==> config.mk <==
export PLATFORM = sky130hd
export DESIGN_NAME = mem_store_buffer_flat
export DESIGN_NICKNAME = d
export VERILOG_FILES = /design/src/rtl/mem_store_buffer_if.sv /design/src/rtl/mem_store_buffer.sv /design/src/flat_wrapper.sv
export SDC_FILE = /design/constraint.sdc
export NUM_CORES = 1
export LEC_CHECK = 0
export ABC_CLOCK_PERIOD_IN_PS = 5300
export BUFFER_PORTS_ARGS = -buffer_cell sky130_fd_sc_hd__buf_4
export CAP_MARGIN = 20
export CORE_MARGIN = 3
export CORE_UTILIZATION = 45
export CTS_CLUSTER_DIAMETER = 80
export DETAILED_ROUTE_END_ITERATION = 10
export HOLD_SLACK_MARGIN = 0.15
export PLACE_DENSITY = 0.73
export SYNTH_ARGS = -nofsm -noshare
export SYNTH_HDL_FRONTEND = slang
export SYNTH_SLANG_ARGS = --single-unit
export TNS_END_PERCENT = 100
==> constraint.sdc <==
create_clock -name clk -period 5.3 [get_ports clk]
set_clock_uncertainty 0.15 [all_clocks]
set_input_delay 0.795 -clock clk [delete_from_list [all_inputs] [get_ports clk]]
set_output_delay 0.795 -clock clk [all_outputs]
set_load 0.02 [all_outputs]
==> src/rtl/mem_store_buffer_if.sv <==
// Store-buffer bus bundle: M-stage store/load requests and the data-memory write port.
// master = pipeline/memory side driving requests, slave = the buffer itself.
interface mem_store_buffer_if #(
  parameter int DEPTH = 4
);
  localparam int PTR_W = $clog2(DEPTH);

  logic [1:0]     st_type;
  logic [31:0]    st_addr;
  logic [31:0]    st_data;
  logic [31:0]    st_pc;
  logic           st_ready;
  logic           st_err;
  logic           ld_valid;
  logic [31:0]    ld_addr;
  logic           ld_stall;
  logic           dm_we;
  logic           dm_ready;
  logic [31:0]    dm_addr;
  logic [3:0]     dm_be;
  logic [31:0]    dm_wdata;
  logic [31:0]    dm_pc;
  logic [PTR_W:0] count;

  modport master (
    output st_type, st_addr, st_data, st_pc, ld_valid, ld_addr, dm_ready,
    input  st_ready, st_err, ld_stall, dm_we, dm_addr, dm_be, dm_wdata, dm_pc, count
  );

  modport slave (
    input  st_type, st_addr, st_data, st_pc, ld_valid, ld_addr, dm_ready,
    output st_ready, st_err, ld_stall, dm_we, dm_addr, dm_be, dm_wdata, dm_pc, count
  );
endinterface

==> src/rtl/mem_store_buffer.sv <==
// In-order store buffer between M-stage and data memory, with load-hazard stall.
// Optional STORE_TRACE_EN prints one trace line per store written to memory.
module mem_store_buffer #(
  parameter int DEPTH = 4
) (
  input logic clk,
  input logic reset,
  mem_store_buffer_if.slave bus
);
  localparam int PTR_W = $clog2(DEPTH);
  localparam logic [PTR_W:0] FULL_COUNT = (PTR_W+1)'(DEPTH);

  logic [29:0]      addrMem [DEPTH];
  logic [3:0]       beMem   [DEPTH];
  logic [31:0]      dataMem [DEPTH];
  logic [31:0]      pcMem   [DEPTH];
  logic [DEPTH-1:0] validReg;
  logic [PTR_W-1:0] headReg;
  logic [PTR_W-1:0] tailReg;
  logic [PTR_W:0]   countReg;
  logic             stErrReg;

  logic [3:0]       reqBe;
  logic [31:0]      reqData;
  logic             reqMisaligned;
  logic             full;
  logic             hasHead;
  logic             push;
  logic             pop;
  logic [DEPTH-1:0] hit;
  logic             unusedLdLow;

  always_comb begin
    reqBe         = 4'b0000;
    reqData       = bus.st_data;
    reqMisaligned = 1'b0;
    case (bus.st_type)
      2'd1: begin
        reqBe         = 4'b1111;
        reqMisaligned = (bus.st_addr[1:0] != 2'b00);
      end
      2'd2: begin
        reqBe         = bus.st_addr[1] ? 4'b1100 : 4'b0011;
        reqData       = {2{bus.st_data[15:0]}};
        reqMisaligned = bus.st_addr[0];
      end
      2'd3: begin
        reqBe   = 4'b0001 << bus.st_addr[1:0];
        reqData = {4{bus.st_data[7:0]}};
      end
      default: ;
    endcase
  end

  assign full    = (countReg == FULL_COUNT);
  assign hasHead = (countReg != '0);
  // No push-through: a full buffer refuses even when it pops this cycle.
  assign push    = (bus.st_type != 2'd0) && !full && !reqMisaligned;
  assign pop     = bus.dm_we && bus.dm_ready;

  assign bus.st_ready = !full;
  assign bus.st_err   = stErrReg;
  assign bus.count    = countReg;
  assign bus.dm_we    = hasHead && !reset;
  assign bus.dm_addr  = hasHead ? {addrMem[headReg], 2'b00} : 32'd0;
  assign bus.dm_be    = hasHead ? beMem[headReg] : 4'b0000;
  assign bus.dm_wdata = hasHead ? dataMem[headReg] : 32'd0;
  assign bus.dm_pc    = hasHead ? pcMem[headReg] : 32'd0;

  // Hazard compares registered entries only; the entry popping this cycle still hits.
  generate
    for (genvar gi = 0; gi < DEPTH; gi++) begin : gHit
      assign hit[gi] = validReg[gi] && (addrMem[gi] == bus.ld_addr[31:2]);
    end
  endgenerate
  assign bus.ld_stall = bus.ld_valid && (|hit);
  assign unusedLdLow  = ^bus.ld_addr[1:0];

  always_ff @(posedge clk) begin
    if (reset) begin
      headReg  <= '0;
      tailReg  <= '0;
      countReg <= '0;
      validReg <= '0;
      stErrReg <= 1'b0;
    end else begin
      stErrReg <= (bus.st_type != 2'd0) && reqMisaligned;
      if (push) begin
        validReg[tailReg] <= 1'b1;
        tailReg           <= tailReg + PTR_W'(1);
      end
      if (pop) begin
        validReg[headReg] <= 1'b0;
        headReg           <= headReg + PTR_W'(1);
      end
      case ({push, pop})
        2'b10:   countReg <= countReg + (PTR_W+1)'(1);
        2'b01:   countReg <= countReg - (PTR_W+1)'(1);
        default: countReg <= countReg;
      endcase
    end
  end

  always_ff @(posedge clk) begin
    if (push) begin
      addrMem[tailReg] <= bus.st_addr[31:2];
      beMem[tailReg]   <= reqBe;
      dataMem[tailReg] <= reqData;
      pcMem[tailReg]   <= bus.st_pc;
    end
  end

`ifdef STORE_TRACE_EN
  logic [1:0] lowLane;
  always_comb begin
    lowLane = 2'd0;
    for (int i = 3; i >= 0; i--) begin
      if (bus.dm_be[i]) lowLane = 2'(i);
    end
  end

  always_ff @(posedge clk) begin
    if (!reset && pop) begin
      $display("@%h: *%h <= %h", bus.dm_pc, bus.dm_addr | {30'd0, lowLane}, bus.dm_wdata);
    end
  end
`else
  // Trace disabled: the buffer is silent in simulation.
`endif
endmodule
==> src/flat_wrapper.sv <==
// flat-port wrapper written by rule: the top's interface ports become plain ports
module mem_store_buffer_flat 
#(
  parameter int DEPTH = 4
)
  (clk, reset, bus_st_type, bus_st_addr, bus_st_data, bus_st_pc, bus_ld_valid, bus_ld_addr, bus_dm_ready, bus_st_ready, bus_st_err, bus_ld_stall, bus_dm_we, bus_dm_addr, bus_dm_be, bus_dm_wdata, bus_dm_pc, bus_count);
  mem_store_buffer_if #(.DEPTH(DEPTH)) bus_i ();
  input logic clk;
  input logic reset;
  input wire logic [$bits(bus_i.st_type)-1:0] bus_st_type;
  input wire logic [$bits(bus_i.st_addr)-1:0] bus_st_addr;
  input wire logic [$bits(bus_i.st_data)-1:0] bus_st_data;
  input wire logic [$bits(bus_i.st_pc)-1:0] bus_st_pc;
  input wire logic [$bits(bus_i.ld_valid)-1:0] bus_ld_valid;
  input wire logic [$bits(bus_i.ld_addr)-1:0] bus_ld_addr;
  input wire logic [$bits(bus_i.dm_ready)-1:0] bus_dm_ready;
  output wire logic [$bits(bus_i.st_ready)-1:0] bus_st_ready;
  output wire logic [$bits(bus_i.st_err)-1:0] bus_st_err;
  output wire logic [$bits(bus_i.ld_stall)-1:0] bus_ld_stall;
  output wire logic [$bits(bus_i.dm_we)-1:0] bus_dm_we;
  output wire logic [$bits(bus_i.dm_addr)-1:0] bus_dm_addr;
  output wire logic [$bits(bus_i.dm_be)-1:0] bus_dm_be;
  output wire logic [$bits(bus_i.dm_wdata)-1:0] bus_dm_wdata;
  output wire logic [$bits(bus_i.dm_pc)-1:0] bus_dm_pc;
  output wire logic [$bits(bus_i.count)-1:0] bus_count;
  assign bus_i.st_type = bus_st_type;
  assign bus_i.st_addr = bus_st_addr;
  assign bus_i.st_data = bus_st_data;
  assign bus_i.st_pc = bus_st_pc;
  assign bus_i.ld_valid = bus_ld_valid;
  assign bus_i.ld_addr = bus_ld_addr;
  assign bus_i.dm_ready = bus_dm_ready;
  assign bus_st_ready = bus_i.st_ready;
  assign bus_st_err = bus_i.st_err;
  assign bus_ld_stall = bus_i.ld_stall;
  assign bus_dm_we = bus_i.dm_we;
  assign bus_dm_addr = bus_i.dm_addr;
  assign bus_dm_be = bus_i.dm_be;
  assign bus_dm_wdata = bus_i.dm_wdata;
  assign bus_dm_pc = bus_i.dm_pc;
  assign bus_count = bus_i.count;
  mem_store_buffer #(.DEPTH(DEPTH)) u_core (.clk(clk), .reset(reset), .bus(bus_i));
endmodule
==> impl_metrics.json <==
{
  "cp-end-kind": "output pin",
  "cts_hold_buf": 0,
  "vdd_drop_max_v": 0.0003372,
  "post_cts_resized": 0,
  "place_ws_ps": 1503,
  "required_ps": 4360,
  "cts_setup_buffers": 0,
  "clkTransAtPathRegs_ps": 60,
  "worst-path-stages": 4,
  "cp_common_cell": "buf_4",
  "slew_headroom_pct": 36.17,
  "clkLatencyLatePin_ps": 550,
  "reg2reg_slack_ps": 2380,
  "yosys-top-cells-count": "edfxtp_1 (392), mux4_2 (98), nor2b_1 (88)",
  "clkSinkCount": 406,
  "layout.nets": 1329,
  "grt_use_total_pct": 19.05,
  "synthTopCellsByArea": "edfxtp_1 (68%), mux4_2 (13%), xnor2_1 (4.0%), nor2b_1 (3.2%), xor2_1 (2.3%)",
  "ys_seq_area_share_pct": 69.75,
  "dp_cells": 1646,
  "drv_cap": 0,
  "syn_area_per_cell_um2": 18.46,
  "clock.fmax_ghz": 0.2665,
  "synth-main-ff-cell": "edfxtp_1",
  "min_path_type": "input pin to flop",
  "first_pass_iters": 5,
  "cts_tree": "done",
  "cp_data_arrival_time_ps": 2810,
  "setup_viol": 0,
  "synth_xor_area_share_pct": 6.285,
  "dp_hpwl_um": 26140,
  "yosysTopAreaCell": "edfxtp_1",
  "die-area_mm2": 0.04079,
  "setup_ws_ps": 1547,
  "drc": 0,
  "num_rows": 71,
  "ys_types": 38,
  "fin_crit_sh_pct": 70.80,
  "numCtsBuffers": 44,
  "synth_top_area_share_pct": 68.12,
  "synth-compound-area-share_pct": 1.470,
  "synth_top_family_by_area": "multiplexers",
  "drt_iter0_drc": 780,
  "routedWlPerCell_um": 22.65,
  "crit_type": "flop to output pin",
  "fill_cells": 2932,
  "rsz0062_at_grt": "false",
  "critPathTopFamily": "flip-flops",
  "crit_buf_inv": 2,
  "cpPeakStageDelay_ps": 890,
  "wirelength_um": 39090,
  "cp_max_fo": 38,
  "globalplace.congestion": 0.8638,
  "regArea_mm2": 0.01206,
  "antenna_left": 0,
  "grt_pass1_wl_um": 58700,
  "ys_warn_count": 0,
  "grt_pass1_vias": 9614,
  "synth-seq-cells": 406,
  "grt_max_degree": 59,
  "path_cells": "buf_4 -> mux4_2 -> nor2b_1 -> buf_4",
  "power_density_mw_per_mm2": 514.6,
  "clockBufferDepth": 3,
  "grt_overflow": 0,
  "syn_area_mm2": 0.01728,
  "antennaDiodeCount": 0,
  "clockRootBuffer": "clkbuf_16",
  "portBuffers": 236,
  "initial_core_util_pct": 45.77,
  "finalCriticalPeriod_ps": 3753,
  "status": "finished clean",
  "dieWidth_um": 202.0,
  "coreArea_mm2": 0.03776,
  "placed_cell_area_mm2": 0.01961,
  "drv_slew": 0,
  "post-route-util_pct": 55.86,
  "cts-htree-levels": 2,
  "vias_per_cell": 5.378,
  "die-height_um": 202.0,
  "final_area_mm2": 0.02109,
  "r2r-start": "u_core.bus.count[0]$_SDFFE_PP0P_",
  "critical_path.endpoint": "bus_dm_addr[7]",
  "multiInputGateArea_mm2": 0.004926,
  "synthMuxAreaShare_pct": 13.35,
  "synth_edf_count": 392,
  "postSynthCellCount": 936,
  "worst_pin_slew_ps": 957.4,
  "io_pins": 241,
  "startpoint_type": "flop",
  "power_leakage_nw": 7.253,
  "fin_tns_setup_ps": 0,
  "num_vias": 9283,
  "antenna_found_initial": 1,
  "ff2ff_path_depth": 5,
  "synth_fa_ha_area_share_pct": 1.057,
  "drive_above_1_share_pct": 36.05,
  "stdcell_count": 1726,
  "cp_slowest_cell": "dfxtp_4",
  "yosysMostFrequentCell": "edfxtp_1",
  "r2r_end": "u_core.addrMem[3][18]$_DFFE_PP_",
  "hold_viol_final": 0,
  "area_growth_pct": 22.06,
  "synth-simple-area-share_pct": 6.242,
  "synth-async-reset-ratio_pct": 0
}
## cell families (layout without fill, tap and decap cells)
group | count (synthesis) | after routing
AOI/OAI and AO/OA | 37 | 37
xor gates and xnor gates | 124 | 124
adders and majority gates | 14 | 14
buffers and inverters | 68 | 346
DFF | 406 | 406
muxes | 107 | 107
other | 1 | 2
and+or+nand+nor | 179 | 179
## flip-flops by register name, indices dropped and copies added (netlist names), named ones only
signal	cells
u_core.addrMem	120
u_core.beMem	16
u_core.bus.count	3
u_core.bus.st_err	1
u_core.dataMem	128
u_core.headReg	2
u_core.pcMem	128
u_core.tailReg	2
u_core.validReg	4
## through the flow
step                      power [W]  hold WS, ps
after floorplan            0.006462        290.4
after global placement     0.007871        314.5
after detailed placement   0.007909        322.1
after CTS                   0.01101        246.3
after global routing        0.01136        259.5
final                       0.01085        289.5
## worst reg2reg max path, stage by stage, from the launching register on
cell and delay, ps:
dfxtp_1 460, inv_1 120, nand3_1 180, nor3b_2 500, and2_4 480, buf_4 560
## worst min-delay path by stage
stage	startpoint	end	slack, ps	depth (start not counted)
after floorplan	u_core.validReg[0]$_SDFF_PP0_	u_core.validReg[0]$_SDFF_PP0_	290	1
after global placement	u_core.validReg[3]$_SDFF_PP0_	u_core.validReg[3]$_SDFF_PP0_	310	1
after detailed placement	u_core.validReg[2]$_SDFF_PP0_	u_core.validReg[2]$_SDFF_PP0_	320	1
after CTS	bus_st_addr[10]	u_core.addrMem[1][8]$_DFFE_PP_	250	1
after global routing	bus_st_pc[30]	u_core.pcMem[2][30]$_DFFE_PP_	260	1
final	bus_st_addr[28]	u_core.addrMem[1][26]$_DFFE_PP_	290	1
## cells in the final DEF, fill, tap and decap left out, drive strengths merged, types with 4 or more instances in the layout
cell and count:
nand2 20, a21oi 8, clkbuf 57, ha 13, edfxtp 392, nor2 9, bufinv 5, dfxtp 14
buf 254, xor2 46, a22o 8, a22oi 8, clkinv 14, nor4 16, mux2 8, inv 15
mux4 98, nor2b 88, and2 5, xnor2 78, nand4 24, o21a 4, o21ai 6, and2b 10
## routing by layer
layer / up-vias / track usage, % / part of all wire [%]
met4: 2 / 5.831 / 2.3
met2: 374 / 31.30 / 49
met3: 55 / 4.832 / 8.6
li1: 4131 / - / -
met1: 4721 / 25.30 / 40
met5: - / 0 / 0.033
## cell type report
cell class                 instances  share of cell area [%]
sequential                       406                   57.18
timing repair buffer             254                   9.219
multi-input combinational        463                   23.36
inverter                          12                  0.2136
clock buffer                      57                   5.790
clock inverter                    23                   1.210
tap                              511                   3.032
## power by group
group          switching [W]  leakage [nW]  internal (W)
sequential          0.000234          3.74       0.00408
clock                0.00120         0.730       0.00187
combinational        0.00198          2.78       0.00149
total                0.00341          7.25       0.00744
No activity file was read; power rests on OpenSTA's default activity.
